[src/rtl/fifo_read_streamer.sv]
`default_nettype none
// +--------------------------------------------------------------------------+
// | fifo_read_streamer: FIFO read master feeding a valid/ready burst stream |
// | Rev 1.0                                                                  |
// +--------------------------------------------------------------------------+
module fifo_read_streamer #(
  parameter int DATA_WIDTH = 16,
  parameter int BURST_LEN  = 4,
  parameter int SKID_DEPTH = 2
) (
  input  logic                  clk,
  input  logic                  rst_n,
  input  logic                  en,
  input  logic                  fifo_empty,
  input  logic                  fifo_underflow,
  input  logic [DATA_WIDTH-1:0] fifo_data_out,
  output logic                  fifo_rd_en,
  output logic                  m_valid,
  input  logic                  m_ready,
  output logic [DATA_WIDTH-1:0] m_data,
  output logic                  m_last,
  output logic [15:0]           word_count,
  output logic                  err_underflow,
  output logic                  busy
);

  localparam int PW = $clog2(SKID_DEPTH);
  localparam int OW = $clog2(SKID_DEPTH + 1);
  localparam int BW = (BURST_LEN > 1) ? $clog2(BURST_LEN) : 1;
  localparam logic [PW-1:0] PTR_MAX  = PW'(SKID_DEPTH - 1);
  localparam logic [OW:0]   DEPTH    = (OW + 1)'(SKID_DEPTH);
  localparam logic [BW-1:0] BEAT_MAX = BW'(BURST_LEN - 1);

  typedef enum logic [1:0] {
    IDLE = 2'd0,
    RUN  = 2'd1,
    STOP = 2'd2
  } state_t;

  state_t                state_q, state_d;
  logic [OW-1:0]         occ_q, occ_d;
  logic                  inflight_q;
  logic [PW-1:0]         wr_ptr_q, rd_ptr_q;
  logic [BW-1:0]         beat_q, beat_d;
  logic [15:0]           word_count_q;
  logic                  err_q;
  logic [DATA_WIDTH-1:0] skid_q [SKID_DEPTH];
  logic                  pop;
  logic [OW:0]           level;

  function automatic logic [PW-1:0] ptr_inc(input logic [PW-1:0] p);
    return (p == PTR_MAX) ? '0 : p + 1'b1;
  endfunction

  assign m_valid       = (occ_q != '0);
  assign m_data        = skid_q[rd_ptr_q];
  assign pop           = m_valid && m_ready;
  assign m_last        = m_valid && (beat_q == BEAT_MAX);
  assign word_count    = word_count_q;
  assign err_underflow = err_q;
  assign busy          = (state_q != IDLE) || m_valid;

  // Space still free once the pending capture lands and this cycle's pop leaves;
  // the m_ready term lets a full buffer keep one word per cycle flowing.
  assign level      = {1'b0, occ_q} + {{OW{1'b0}}, inflight_q} - {{OW{1'b0}}, pop};
  assign fifo_rd_en = (state_q == RUN) && !fifo_empty && (level < DEPTH);

  always_comb begin
    state_d = state_q;
    occ_d   = occ_q;
    beat_d  = beat_q;

    case (state_q)
      IDLE:    if (en) state_d = RUN;
      RUN:     if (!en) state_d = STOP;
      STOP:    if (!inflight_q) state_d = IDLE;
      default: state_d = IDLE;
    endcase

    case ({inflight_q, pop})
      2'b10:   occ_d = occ_q + 1'b1;
      2'b01:   occ_d = occ_q - 1'b1;
      default: occ_d = occ_q;
    endcase

    if (pop) beat_d = (beat_q == BEAT_MAX) ? '0 : beat_q + 1'b1;
  end

  always_ff @(posedge clk or negedge rst_n) begin
    if (!rst_n) begin
      state_q      <= IDLE;
      occ_q        <= '0;
      inflight_q   <= 1'b0;
      wr_ptr_q     <= '0;
      rd_ptr_q     <= '0;
      beat_q       <= '0;
      word_count_q <= '0;
      err_q        <= 1'b0;
    end else begin
      state_q    <= state_d;
      occ_q      <= occ_d;
      inflight_q <= fifo_rd_en;
      beat_q     <= beat_d;
      if (inflight_q) wr_ptr_q <= ptr_inc(wr_ptr_q);
      if (pop) begin
        rd_ptr_q     <= ptr_inc(rd_ptr_q);
        word_count_q <= word_count_q + 16'd1;
      end
      if (fifo_underflow) err_q <= 1'b1;
    end
  end

  // Payload storage needs no reset; occupancy alone qualifies it.
  always_ff @(posedge clk) begin
    if (inflight_q) skid_q[wr_ptr_q] <= fifo_data_out;
  end

endmodule
`default_nettype wire

[config.mk]
export PLATFORM = sky130hd
export DESIGN_NAME = fifo_read_streamer
export DESIGN_NICKNAME = d
export VERILOG_FILES = /design/src/rtl/fifo_read_streamer.sv
export SDC_FILE = /design/constraint.sdc
export NUM_CORES = 1
export LEC_CHECK = 0
export ABC_AREA = 1
export ABC_CLOCK_PERIOD_IN_PS = 2100
export CAP_MARGIN = 40
export CORE_AREA = 3 3 80 82
export CTS_CLUSTER_DIAMETER = 60
export DETAILED_ROUTE_END_ITERATION = 8
export DIE_AREA = 0 0 83 85
export GPL_TIMING_DRIVEN = 1
export PLACE_DENSITY_LB_ADDON = 0.1
export SLEW_MARGIN = 10
export SYNTH_ARGS = -nofsm -noshare
export SYNTH_HDL_FRONTEND = slang
export SYNTH_SLANG_ARGS = --single-unit
[constraint.sdc]
create_clock -name clk -period 2.1 [get_ports clk]
set_input_delay 0.42 -clock clk [delete_from_list [all_inputs] [get_ports clk]]
set_output_delay 0.42 -clock clk [all_outputs]
set_load 0.005 [all_outputs]
# Yosys cells after proc, flatten, opt, wreduce, memory -nomap -nowiden
# Memories as Yosys holds them, arrays and structs flattened.
# Index checks and enable logic that the tools add are counted.
# totals
wordCells,47
mem_bits_rw,32
n_memories,1
reg_bits,26
in_bits,22
output_inout_bits,37
# classes
add_sub_neg,8
n_eq_ne,8
n_lt_le_gt_ge,1
mux,10
n_reduce_logical,11
# memory_table
name,words,word_bits,read_ports,rd_clocked_by_memory_dff,write_ports,line_no,rtl
skid_q,2,16,1,0,1,47,logic [DATA_WIDTH-1:0] skid_q [SKID_DEPTH];
# ops
operator,n
16-bit by 1-bit adder with 16-bit output (second input constant),1
2-bit two-way mux,4
2-bit == test (second input constant),3
2-bit != test (second input constant),3
2-bit case mux with 3 select lines,1
2-bit nonzero test,3
2-bit by 1-bit adder with 2-bit output (second input constant),2
2-bit by 1-bit == test with 1-bit output (second input constant),2
1-bit logical AND,4
1-bit two-way mux,4
2-bit case mux with 2 select lines,1
2-bit by 1-bit adder with 3-bit output,1
3-bit by 2-bit less-than comparator with 1-bit output (second input constant),1
3-bit AND reduction,1
3-bit by 1-bit subtractor with 3-bit output,1
1-bit adder (second input constant),2
2-bit logical NOT,1
2-bit by 1-bit subtractor with 2-bit output (second input constant),1
1-bit logical NOT,1
1-bit logical OR,1

# Depth between registers and ports, before layout
# depth
word_depth,5
depth_mapped,8
ltp_nobuf,8

# Least setup slack after synthesis
# No wires, ideal clock.
# synth_path
path_type,register -> output
start,reg occ_q[1]
end,out fifo_rd_en
path_stages_with_launch,8
arrival_ns,1.911
required_time_ns,1.680
slack_ns,-0.231
path_cell_list,dfrtp_1 -> o21ai_2 -> nand2_1 -> nand2_1 -> nand2_1 -> fa_1 -> inv_1 -> nor4_1
# synth_between
elab_chain_cells,5
elab_cells_between_ends,6
# synth_rtl
item,line_no,rtl
start: declaration,41,"logic [OW-1:0] occ_q, occ_d;"
start signal: assignment,92,occ_q <= '0;
start signal: assignment,101,occ_q <= occ_d;
"parallel branches: the longest is 2 deep, another holds 2-bit by 1-bit adder with 3-bit output",--,
3-bit by 1-bit subtractor with 3-bit output (*),65,"assign level = {1'b0, occ_q} + {{OW{1'b0}}, inflight_q} - {{OW{1'b0}}, pop};"
3-bit by 2-bit less-than comparator with 1-bit output (*),66,assign fifo_rd_en = (state_q == RUN) && !fifo_empty && (level < DEPTH);
1-bit logical AND (*),66,
end: declaration,17,"output logic fifo_rd_en,"
# Mark *: on every way between the ends.

# Worst setup path in the final report
# layout_path
start,reg occ_q[0]
end,out fifo_rd_en
# The elaborated chain is that of the path after synthesis.

==> metrics.md <==
| Metric | Value |
|---|---|
| Adder-Cell Fraction of Synth Area | `0.01792` |
| Clk_skew | `6.323 ps` |
| Root Driver | `clkbuf_8` |
| Post-synthesis mux area share | `0` |
| ANT cells | `0` |
| Clock latency on the worst-skew pair | `320 ps` |
| Post-CTS Hold Buffers | `0` |
| Grt ovf | `0` |
| Cell type with the highest aggregate area in the netlist | `edfxtp_1` |
| Total Nets Final | `356` |
| Max-capacitance violation count | `0` |
| Cells after Synth | `245` |
| Max frequency | `408.6 MHz` |
| DRT iter0 DRCs | `56` |
| Tcrit/Tclk final | `1.165` |
| Netlist cell types | `26` |
| Post-DP HPWL | `3.415 mm` |
| I/O Buffers | `58` |
| Sequential share of the synthesized area | `0.6411` |
| Unrepaired setup endpoints after global routing | `true` |
| Std-Cell Rows | `28` |
| Router iterations before antenna repair | `4` |
| Pins Over Slew Limit | `0` |
| Number of antenna violations at the first check in global routing | `0` |
| Most common cell after layout, fill and taps aside | `nand2_1` |
| Total number of vias | `1861` |
| Status | `complete, but fails checks` |
| Post-detailed-routing wire length | `5.009 mm` |
| Final worst slack | `-347.1 ps` |
| Total CTS buffers | `9` |
| H-tree Lvls | `3` |
| IO Pins | `59` |
| Die area | `0.007055 mm²` |
| Final Hold Fails | `0` |
| Largest net degree at the start of global routing | `27` |
| FILL cells | `502` |
| Die width | `83 µm` |
| Failing checks | `negative setup slack` |
| # clock sinks | `58` |
| Most frequent cells in the layout | `nand2_1 (85), clkdlybuf4s50_1 (53), edfxtp_1 (32), inv_1 (24), dfrtp_1 (24)` |
| CTS Buffer Depth | `2` |
| Routed wire per std cell | `12.19 µm` |
| Critical path arrival | `2030 ps` |
| Cell Area, Synth | `0.002514 mm²` |
| Placed Cells | `391` |
| Req. time, crit path | `1680 ps` |
| Non-filler cells in the finished layout | `411` |
| Startpoint Class | `register` |
| WS Path Type | `reg2out` |
| Via density | `4.528` |
| Post-synth top area share | `0.3823` |
| Die Span Y | `85 µm` |
| Share of cells above drive strength 1 | `0.1667` |
| Register bit count reported by yosys | `58` |
| Largest family of logic cells by synthesized area | `simple AND/OR/NAND/NOR gates` |
| P_leak | `0.001585 µW` |
| RePlAce Congestion | `0.7540` |
| Initial Utilization | `0.4322` |
| Peak VDD IR | `0.6226 mV` |
| Tot Pwr | `4229 µW` |
| Critical path peak fanout | `3` |
| Synth warnings | `0` |
| Total GRT Usage | `0.1530` |
| Endpoints failing setup | `1` |
| Area contributors post-synth | `edfxtp_1 (38%), dfrtp_1 (26%), nand2_1 (13%), inv_1 (4.0%), xor2_1 (3.1%)` |
| Vias in the first global route | `1815` |
| Slew HR | `0.5810` |
| PwrDens | `1172 mW/mm²` |
| CP Capture Type | `output port` |
| Post-Synth XOR/XNOR Area | `0.04530` |
| Tightest Pin Transition | `627.8 ps` |
| Clk slew on worst S/H paths | `70 ps` |
| Synthesized area per cell | `10.26 µm²` |
| Post-Synth Simple-Gate Area | `0.2364` |
| Syn nets | `270` |
| Minimum clock period | `2447 ps` |
| TritonCTS clock tree | `done` |
| TNS Setup | `-347.1 ps` |
| DR DRC count | `0` |
| Layout area overhead | `43.55%` |
| Core area | `0.005816 mm²` |
| Synth Area in Compound Gates | `0.01244` |
| Hold/Removal Path Class | `in2async` |
| First-pass GRT wire length | `8.411 mm` |
| Post-route ant nets | `0` |
state kept, by name, indices dropped and copies added (netlist names):
| name | count |
|---|---|
| beat_q | 2 |
| err_underflow | 1 |
| inflight_q | 1 |
| occ_q | 2 |
| rd_ptr_q | 1 |
| skid_q | 32 |
| state_q | 2 |
| word_count | 16 |
| wr_ptr_q | 1 |
repair_timing:
action                     in CTS  in global routing
gates cloned                    0                  1
pin swaps                       4                  1
setup buffers                   1                  2
resized for setup               9                  8
setup endpoints to repair       1                 20
per-stage QoR:
step	instance area, µm²	setup slack (ps)	util	hold slack (ps)
2_1_floorplan	2535	-77.88	-	124.4
3_3_place_gp	3317	-993.5	0.5704	453.0
3_5_place_dp	3317	-1001	0.5704	456.0
4_1_cts	3545	-392.1	0.6095	456.5
5_1_grt	3608	-465.6	0.6205	471.2
6_report	3608	-347.1	0.6205	456.5
worst max-delay path: stages (launching register included):
cell	delay, ps
dfrtp_2	440
o21ai_4	170
nand2_2	70
nand2_2	70
nand2_2	50
fa_1	490
inv_2	40
nor4_4	200
buf_2	150
logic make-up after synthesis:
group,after synthesis
adder cells (fa/ha/maj),3
buffers and inverters,31
AO/OA/AOI/OAI,5
AND/OR/NAND/NOR,135
XOR/XNOR,13
flip-flops,58
synthesized netlist by cell type:
master,number
nand2_1,88
clkinv_1,1
edfxtp_1,32
or2_2,2
nor3_1,2
nor2_4,1
nor2_1,19
o21a_1,1
o21ai_2,1
nor2_2,1
fa_1,1
inv_1,27
nor4_1,1
nand3_4,1
xor2_1,9
dfrtp_1,26
nand4_1,4
nor2_8,1
clkbuf_1,2
ha_1,2
nand3_1,12
nand2_4,1
nand2_2,2
o21ai_0,3
buf_2,1
xnor2_1,4
routing by layer:
layer / global-route usage / share of wire
met1: 0.1982 / 0.47
met2: 0.2427 / 0.48
met3: 0.05340 / 0.044
met4: 0.04903 / 0.0052
met5: 0 / 0
where the power goes:
part           leakage [µW]  total [µW]  internal, µW  switching [µW]
registers          0.000608        1550          1400             154
logic              0.000868        1540           838             706
clock network      0.000109        1130           697             434
total               0.00159        4230          2930            1290
final cells by class:
class | instances | area [µm²] | area share
inverters | 28 | 105.1 | 0.02913
multi-input cells | 156 | 819.5 | 0.2271
repair buffers | 78 | 757.0 | 0.2098
clock inverters | 5 | 77.57 | 0.02150
well taps | 75 | 93.84 | 0.02601
clock buffers | 11 | 141.4 | 0.03918
flip-flops and latches | 58 | 1614 | 0.4473
final timing paths:
kind / startpoint / end / slack [ps] / cells past startpoint
worst max register to register: occ_q[0] / inflight_q / 460 / 7
min in group clk: err_underflow / err_underflow / 460 / 1
worst min register to register: err_underflow / err_underflow / 460 / 1
max in group asynchronous: rst_n / occ_q[1] / 1370 / 2
worst max-delay path: occ_q[0] / fifo_rd_en / -350 / 8
worst min-delay path: rst_n / word_count[10] / 460 / 2
Power figures use the tool's default switching activity.
